[config.mk]
export PLATFORM = sky130hd
export DESIGN_NAME = btn_event_decoder_flat
export DESIGN_NICKNAME = d
export VERILOG_FILES = /design/src/rtl/btn_pkg.sv /design/src/rtl/btn_event_decoder_if.sv /design/src/rtl/btn_edge_detect.sv /design/src/rtl/btn_event_decoder.sv /design/src/flat_wrapper.sv
export SDC_FILE = /design/constraint.sdc
export NUM_CORES = 1
export LEC_CHECK = 0
export CAP_MARGIN = 0
export CORE_MARGIN = 2
export CORE_UTILIZATION = 50
export DETAILED_ROUTE_END_ITERATION = 6
export PLACE_DENSITY = 0.83
export SLEW_MARGIN = 10
export SYNTH_ARGS = -nofsm -noshare
export SYNTH_HDL_FRONTEND = slang
export SYNTH_HIERARCHICAL = 1
export SYNTH_SLANG_ARGS = --single-unit
[constraint.sdc]
create_clock -name clk -period 2.35 [get_ports clk]
set_clock_uncertainty 0.15 [all_clocks]
set_input_delay 0.235 -clock clk [delete_from_list [all_inputs] [get_ports clk]]
set_output_delay 0.235 -clock clk [all_outputs]
set_load 0.02 [all_outputs]
[src/rtl/btn_pkg.sv]
// Shared types and timing defaults for the button event decoder.
package btn_pkg;

    typedef enum logic [2:0] {
        StIdle,
        StDown,
        StGap,
        StDown2,
        StLong
    } state_e;

    typedef struct packed {
        logic press_pulse;
        logic release_pulse;
        logic short_click;
        logic double_click;
        logic long_press;
        logic repeat_pulse;
    } events_t;

    localparam int unsigned LongCyclesDef   = 25_000_000;
    localparam int unsigned RepeatCyclesDef = 5_000_000;
    localparam int unsigned DclickCyclesDef = 12_500_000;

    // Enough bits to hold (largest threshold - 1).
    function automatic int unsigned cnt_width(input int unsigned a, input int unsigned b,
                                              input int unsigned c);
        int unsigned m;
        m = a;
        if (b > m) m = b;
        if (c > m) m = c;
        return $clog2(m);
    endfunction

endpackage

[src/rtl/btn_event_decoder_if.sv]
// Button level in, discrete event pulses out.
interface btn_event_decoder_if;
    logic btn_level;
    logic press_pulse;
    logic release_pulse;
    logic short_click;
    logic double_click;
    logic long_press;
    logic repeat_pulse;
    logic held;

    modport master (
        input  btn_level,
        output press_pulse, release_pulse, short_click, double_click,
               long_press, repeat_pulse, held
    );

    modport slave (
        output btn_level,
        input  press_pulse, release_pulse, short_click, double_click,
               long_press, repeat_pulse, held
    );
endinterface

[src/rtl/btn_edge_detect.sv]
// Rise/fall detection on the clean button level; btn_q resets high so a button
// held through reset is not reported as a press.
module btn_edge_detect (
    input  logic clk,
    input  logic reset,
    input  logic btn_level,
    output logic rise,
    output logic fall
);
    logic btn_q;

    always_ff @(posedge clk or posedge reset) begin
        if (reset) btn_q <= 1'b1;
        else       btn_q <= btn_level;
    end

    assign rise = btn_level & ~btn_q;
    assign fall = ~btn_level & btn_q;
endmodule

[src/rtl/btn_event_decoder.sv]
// Turns the debounced button level into press/release/click/long/repeat pulses.
module btn_event_decoder
    import btn_pkg::*;
#(
    parameter int unsigned LONG_CYCLES   = LongCyclesDef,
    parameter int unsigned REPEAT_CYCLES = RepeatCyclesDef,
    parameter int unsigned DCLICK_CYCLES = DclickCyclesDef,
    parameter int unsigned CNT_W         = cnt_width(LONG_CYCLES, REPEAT_CYCLES, DCLICK_CYCLES)
) (
    input logic               clk,
    input logic               reset,
    btn_event_decoder_if.master bus
);
    localparam logic [CNT_W-1:0] LongLim   = CNT_W'(LONG_CYCLES - 1);
    localparam logic [CNT_W-1:0] RepeatLim = CNT_W'(REPEAT_CYCLES - 1);
    localparam logic [CNT_W-1:0] DclickLim = CNT_W'(DCLICK_CYCLES - 1);

    logic             rise;
    logic             fall;
    state_e           state_q, state_d;
    logic [CNT_W-1:0] cnt_q, cnt_d;
    events_t          ev_q, ev_d;
    logic             held_q, held_d;

    btn_edge_detect u_edge (
        .clk       (clk),
        .reset     (reset),
        .btn_level (bus.btn_level),
        .rise      (rise),
        .fall      (fall)
    );

    // Input edges are tested before counter thresholds so an edge always wins.
    always_comb begin
        state_d = state_q;
        cnt_d   = cnt_q + 1'b1;
        ev_d    = '0;
        case (state_q)
            StIdle: begin
                cnt_d = '0;
                if (rise) begin
                    ev_d.press_pulse = 1'b1;
                    state_d          = StDown;
                end
            end
            StDown: begin
                if (fall) begin
                    ev_d.release_pulse = 1'b1;
                    state_d            = StGap;
                end else if (cnt_q == LongLim) begin
                    ev_d.long_press = 1'b1;
                    state_d         = StLong;
                end
            end
            StGap: begin
                if (rise) begin
                    ev_d.press_pulse = 1'b1;
                    state_d          = StDown2;
                end else if (cnt_q == DclickLim) begin
                    ev_d.short_click = 1'b1;
                    state_d          = StIdle;
                end
            end
            StDown2: begin
                if (fall) begin
                    ev_d.release_pulse = 1'b1;
                    ev_d.double_click  = 1'b1;
                    state_d            = StIdle;
                end else if (cnt_q == LongLim) begin
                    ev_d.long_press = 1'b1;
                    state_d         = StLong;
                end
            end
            StLong: begin
                if (fall) begin
                    ev_d.release_pulse = 1'b1;
                    state_d            = StIdle;
                end else if (cnt_q == RepeatLim) begin
                    ev_d.repeat_pulse = 1'b1;
                    cnt_d             = '0;
                end
            end
            default: begin
                state_d = StIdle;
                cnt_d   = '0;
            end
        endcase
        if (state_d != state_q) cnt_d = '0;
        held_d = (state_d == StDown) || (state_d == StDown2) || (state_d == StLong);
    end

    always_ff @(posedge clk or posedge reset) begin
        if (reset) begin
            state_q <= StIdle;
            cnt_q   <= '0;
            ev_q    <= '0;
            held_q  <= 1'b0;
        end else begin
            state_q <= state_d;
            cnt_q   <= cnt_d;
            ev_q    <= ev_d;
            held_q  <= held_d;
        end
    end

    assign bus.press_pulse   = ev_q.press_pulse;
    assign bus.release_pulse = ev_q.release_pulse;
    assign bus.short_click   = ev_q.short_click;
    assign bus.double_click  = ev_q.double_click;
    assign bus.long_press    = ev_q.long_press;
    assign bus.repeat_pulse  = ev_q.repeat_pulse;
    assign bus.held          = held_q;
endmodule

[src/flat_wrapper.sv]
// flat-port wrapper written by rule: the top's interface ports become plain ports
module btn_event_decoder_flat import btn_pkg::*;
#(
    parameter int unsigned LONG_CYCLES   = LongCyclesDef,
    parameter int unsigned REPEAT_CYCLES = RepeatCyclesDef,
    parameter int unsigned DCLICK_CYCLES = DclickCyclesDef,
    parameter int unsigned CNT_W         = cnt_width(LONG_CYCLES, REPEAT_CYCLES, DCLICK_CYCLES)
)
  (clk, reset, bus_btn_level, bus_press_pulse, bus_release_pulse, bus_short_click, bus_double_click, bus_long_press, bus_repeat_pulse, bus_held);
  btn_event_decoder_if bus_i ();
  input logic clk;
  input logic reset;
  input wire logic [$bits(bus_i.btn_level)-1:0] bus_btn_level;
  output wire logic [$bits(bus_i.press_pulse)-1:0] bus_press_pulse;
  output wire logic [$bits(bus_i.release_pulse)-1:0] bus_release_pulse;
  output wire logic [$bits(bus_i.short_click)-1:0] bus_short_click;
  output wire logic [$bits(bus_i.double_click)-1:0] bus_double_click;
  output wire logic [$bits(bus_i.long_press)-1:0] bus_long_press;
  output wire logic [$bits(bus_i.repeat_pulse)-1:0] bus_repeat_pulse;
  output wire logic [$bits(bus_i.held)-1:0] bus_held;
  assign bus_i.btn_level = bus_btn_level;
  assign bus_press_pulse = bus_i.press_pulse;
  assign bus_release_pulse = bus_i.release_pulse;
  assign bus_short_click = bus_i.short_click;
  assign bus_double_click = bus_i.double_click;
  assign bus_long_press = bus_i.long_press;
  assign bus_repeat_pulse = bus_i.repeat_pulse;
  assign bus_held = bus_i.held;
  btn_event_decoder #(.LONG_CYCLES(LONG_CYCLES), .REPEAT_CYCLES(REPEAT_CYCLES), .DCLICK_CYCLES(DCLICK_CYCLES), .CNT_W(CNT_W)) u_core (.clk(clk), .reset(reset), .bus(bus_i));
endmodule
# Word-level counts from Yosys, hierarchy flattened
# Cells that the tools add are included.
# Widths: inputs -> output; s select.
[word_totals]
ff_bits = 36
in_bits = 3
output_inout_bits = 7
word_cells = 59
[classes]
n_addsub = 1
n_eq_ne = 11
muxes = 26
bitwise = 4
n_reduce_logical = 7
[op_table]
columns = ["cell", "n"]
rows = [
  ["$mux 25", 3],
  ["$pmux 25 s2", 1],
  ["$add 25x1->25 const B", 1],
  ["$eq 25x23->1 const B", 1],
  ["$eq 25x24->1 const B", 1],
  ["$eq 25x25->1 const B", 1],
  ["$mux 3", 7],
  ["$pmux 3 s5", 1],
  ["$mux 1", 14],
  ["$eq 3x2->1 const B", 3],
  ["$eq 3x1->1 const B", 2],
  ["$eq 3x3->1 const B", 2],
  ["$reduce_or 3->1", 2],
  ["$reduce_or 2->1", 2],
  ["$logic_not 3->1", 1],
  ["$ne 3x3->1", 1],
  ["$and 1x1->1", 2],
  ["$logic_or 1x1->1", 2],
  ["$not 1->1", 2],
]

# Longest topological paths before layout
[depth]
ltp_word = 7
ltp_mapped = 7
mapped_depth_nobuf = 6

# Hierarchy
# The synthesis kept the hierarchy.
[modules_own_cells]
columns = ["mod", "n_inst", "cells_per_inst", "area_per_inst_um2", "seq_area_each_um2"]
rows = [
  ["btn_event_decoder", 1, 190, 1821.7, 875.8],
  ["btn_edge_detect", 1, 4, 45.0, 26.3],
]

# Least setup slack after synthesis
# OpenSTA, ideal clock, no wires.
[synth_path]
path_kind = "register to register"
startpoint = "register u_core.u_edge.btn_q"
endpoint = "register u_core.cnt_q[17]"
setup_time_ns = 0.119
arrival_time_ns = 2.145
t_required_ns = 2.081
slack_ns = -0.064
path_stages_with_launch = 8
path_buffers = 1
synth_period_minus_slack_ns = 2.414
path_cell_list = "dfstp_2 nor2b_1 or4b_4 or4_4 o21a_1 o22ai_4 buf_6 nor2_1"
[synth_between]
elab_chain_len = 6
word_cells_on_any_way = 13
cone_classes = "1 x eq/ne; 9 x mux; 3 x bitwise"
[synth_rtl]
columns = ["item", "line", "source"]
rows = [
  ["from (decl)", "btn_edge_detect.sv:10", "logic btn_q;"],
  ["from (signal assigned)", "btn_edge_detect.sv:14", "else btn_q <= btn_level;"],
  ["$not 1->1 (*)", "btn_edge_detect.sv:17", "assign rise = btn_level & ~btn_q;"],
  ["$and 1x1->1 (*)", "btn_edge_detect.sv:17", ""],
  ["via u_core.rise", "btn_event_decoder.sv:18", "logic rise;"],
  ["$mux 3 (on tied branches)", "btn_event_decoder.sv:56, btn_event_decoder.sv:41", ""],
  ["$pmux 3 s5 (*)", "btn_event_decoder.sv:38", "case (state_q)"],
  ["$ne 3x3->1 (*)", "btn_event_decoder.sv:88", "if (state_d != state_q) cnt_d = '0;"],
  ["$mux 25 (*)", "btn_event_decoder.sv:88", ""],
  ["via u_core.cnt_d[17]", "btn_event_decoder.sv:21", "logic [CNT_W-1:0] cnt_q, cnt_d;"],
  ["to (signal assigned)", "btn_event_decoder.sv:100", "cnt_q <= cnt_d;"],
  ["to (decl)", "btn_event_decoder.sv:21", ""],
]
# Mark *: on every way through the listed nets, which the timed path passes. The rest lies on a longest branch.

# Final worst setup path
[layout_path]
startpoint = "register u_core.u_edge.btn_q"
endpoint = "register u_core.cnt_q[4]"
# The elaborated chain is that of the path after synthesis.

==> out/qor.yml <==
outcome:
  outcome: "finished with violations"
  violations: "negative setup slack"
floorplanning:
  die_area_sq_um: 4240
  core_area_sq_um: 3630
  dieHeight_um: 65.1
  num_rows: 22
  start_util: 0.514
  die_width_um: 65.1
  io-pin-count: 10
timing:
  hold_viol: 0
  setup_slack_ns: -0.0427
  relSlewSlack: 0.713
  period_share: 1.02
  tns_ns: -0.891
  setup_viol: 25
  rsz0062_at_grt: "true"
  slew_viol_final: 0
  fmax_ghz: 0.418
  worstMarginPinSlew_ns: 0.430
  min_period_ns: 2.39
synthesis:
  synth_edf_count: 0
  yosysWarnings: 6
  seq_area_frac_synth: 0.483
  syn_area_sq_um: 1870
  synthArstFlopShare: 1.00
  synth_ff_type: "dfrtp_1"
  synthCells: 194
  ys_seq_elements: 36
  synth_cell_types: 43
  synth_area_per_cell_sq_um: 9.62
  synth_nets: 198
cts:
  clk_path_buf_depth: 2
  h-tree-depth: 2
  cts_sinks: 36
  clkTransAtPathRegs_ns: 0.07
  cts-hold-fix-buffers: 0
  clock_latency_ns: 0.28
  cts_tree: "built"
  numCtsBuffers: 5
  post_cts_buffers: 0
  cts-root-buf: "clkbuf_8"
routing:
  drtPass1Iterations: 4
  vias_per_cell: 5.38
  wl_mm: 3.75
  wl_per_cell_um: 13.4
  num_vias: 1502
  drt_iter0_drc: 86
  ant_nets: 0
  drc: 0
global_route:
  grt_pass1_vias: 1469
  antenna_found_initial: 0
  grt_pass1_wl_mm: 6.76
  grt_max_degree: 36
  grt.total_usage: 0.209
  overflow: 0
place:
  place_congestion: 0.825
  io_buffer_count: 9
  dp_hpwl_mm: 2.74
finish:
  utilization: 0.634
  area_growth_pct: 23.3
  final_common_cell: "nor2_1"
  most-common-layout-cells: "nor2_1, dfrtp_1, buf_4"
  diodes: 0
  nNetsFinal: 234
  drive_above_1_share: 0.221
critical_path:
  criticalPathCategory: "reg2reg"
  start_kind: "flip-flop"
  startpoint: "u_core/u_edge/btn_q$_DFF_PP1_"
  cp_max_fo: 25
  worst_r2r_path_depth: 7
  end_kind: "flip-flop"
  arrival_ns: 2.42
  r2r_start: "u_core/u_edge/btn_q$_DFF_PP1_"
  endpoint: "u_core/cnt_q[4]$_DFF_PP0_"
  r2r_end: "u_core/cnt_q[4]$_DFF_PP0_"
  critPathRequiredTime_ns: 2.38
  r2r_setup_slack_ns: -0.04
power:
  worst_ir_drop_vdd_mv: 0.517
  p_leak_nw: 0.948
  power_density_nw_per_um2: 724
run:
  max_cap_violations: 0
min_path:
  hold_class: "in2async"
-- repair_timing --
action                                  4_1_cts  5_1_grt
gates resized for setup                       1        3
pin swaps                                     0        0
endpoints found under the setup margin       25       26
-- power by group --
| group | leakage (nW) | total, mW | internal (mW) | switching [mW] |
|---|---|---|---|---|
| clock network | 0.0552 | 0.524 | 0.314 | 0.209 |
| registers | 0.490 | 0.716 | 0.671 | 0.0456 |
| logic | 0.404 | 0.426 | 0.189 | 0.237 |
| total | 0.948 | 1.67 | 1.17 | 0.491 |
-- flip-flops by register name, indices dropped and copies added, names as in the netlist --
signal and flops:
u_core/u_edge/btn_q 1, u_core/cnt_q 25, u_core/bus.long_press 1, u_core/bus.release_pulse 1
u_core/bus.double_click 1, u_core/bus.short_click 1, u_core/state_q 3, u_core/bus.held 1
u_core/bus.repeat_pulse 1, u_core/bus.press_pulse 1
-- final cells by class --
cell class / instances / area (sq um)
fill: 300 / 1330
sequential: 36 / 902
multi-input combinational: 142 / 901
timing repair buffer: 34 / 290
clock buffer: 6 / 72.6
tap: 48 / 60.1
inverter: 11 / 41.3
clock inverter: 2 / 35.0
-- Yosys cell counts, types with 3 or more instances --
cell / number / share of area
nor2_1: 37 / 0.074
dfrtp_1: 35 / 0.47
xnor2_1: 17 / 0.080
inv_1: 11 / 0.022
nor4_1: 11 / 0.037
nand2_1: 10 / 0.020
nor3_1: 7 / 0.019
nand3_1: 6 / 0.016
nand4_1: 5 / 0.017
xor2_1: 5 / 0.023
a21oi_1: 4 / 0.011
or2_2: 4 / 0.013
o21ai_0: 3 / 0.0080
-- worst max-delay path: stages (launching register included) --
cell and delay, ns:
dfstp_2 0.54, nor2b_2 0.05, or4b_4 0.48, or4_4 0.44, o21a_1 0.23, o22ai_4 0.13, buf_12 0.19, nor2_1 0.06
-- per-layer routing --
metal / wire (um) / track usage
met5: 0 / 0
met4: 41 / 0.0677
met3: 137 / 0.0548
met2: 1860 / 0.338
met1: 1710 / 0.276
-- through the flow --
step                      instances  total power [mW]  hold WS, ns  worst slack (ns)  instance area, sq um
after floorplan                 194              1.02      -0.0253            0.0101                  1870
after detailed placement        271              1.16        0.322            -0.296                  2180
after global routing            279              1.77        0.133            -0.111                  2300
after CTS                       279              1.69        0.115           -0.0467                  2290
final                           279              1.67        0.123           -0.0427                  2300
after global placement          271              1.14        0.313            -0.233                  2180
-- cell families (layout without fill, tap and decap cells) --
family | Yosys count | after routing | synth area share
adders and majority gates | 1 | 1 | 0.00670
xor gates and xnor gates | 22 | 22 | 0.103
buffers and inverters | 16 | 53 | 0.0422
AOI/OAI and AO/OA | 14 | 14 | 0.0543
DFF | 36 | 36 | 0.483
and+or+nand+nor | 105 | 105 | 0.310
-- worst min-delay path by stage --
| stage | to | slack (ns) |
|---|---|---|
| after floorplan | u_core/u_edge/btn_q$_DFF_PP1_ | -0.03 |
| after global placement | u_core/cnt_q[0]$_DFF_PP0_ | 0.31 |
| after detailed placement | u_core/cnt_q[0]$_DFF_PP0_ | 0.32 |
| after CTS | u_core/u_edge/btn_q$_DFF_PP1_ | 0.11 |
| after global routing | u_core/u_edge/btn_q$_DFF_PP1_ | 0.13 |
| final | u_core/u_edge/btn_q$_DFF_PP1_ | 0.12 |
No activity file was read; power rests on OpenSTA's default activity.
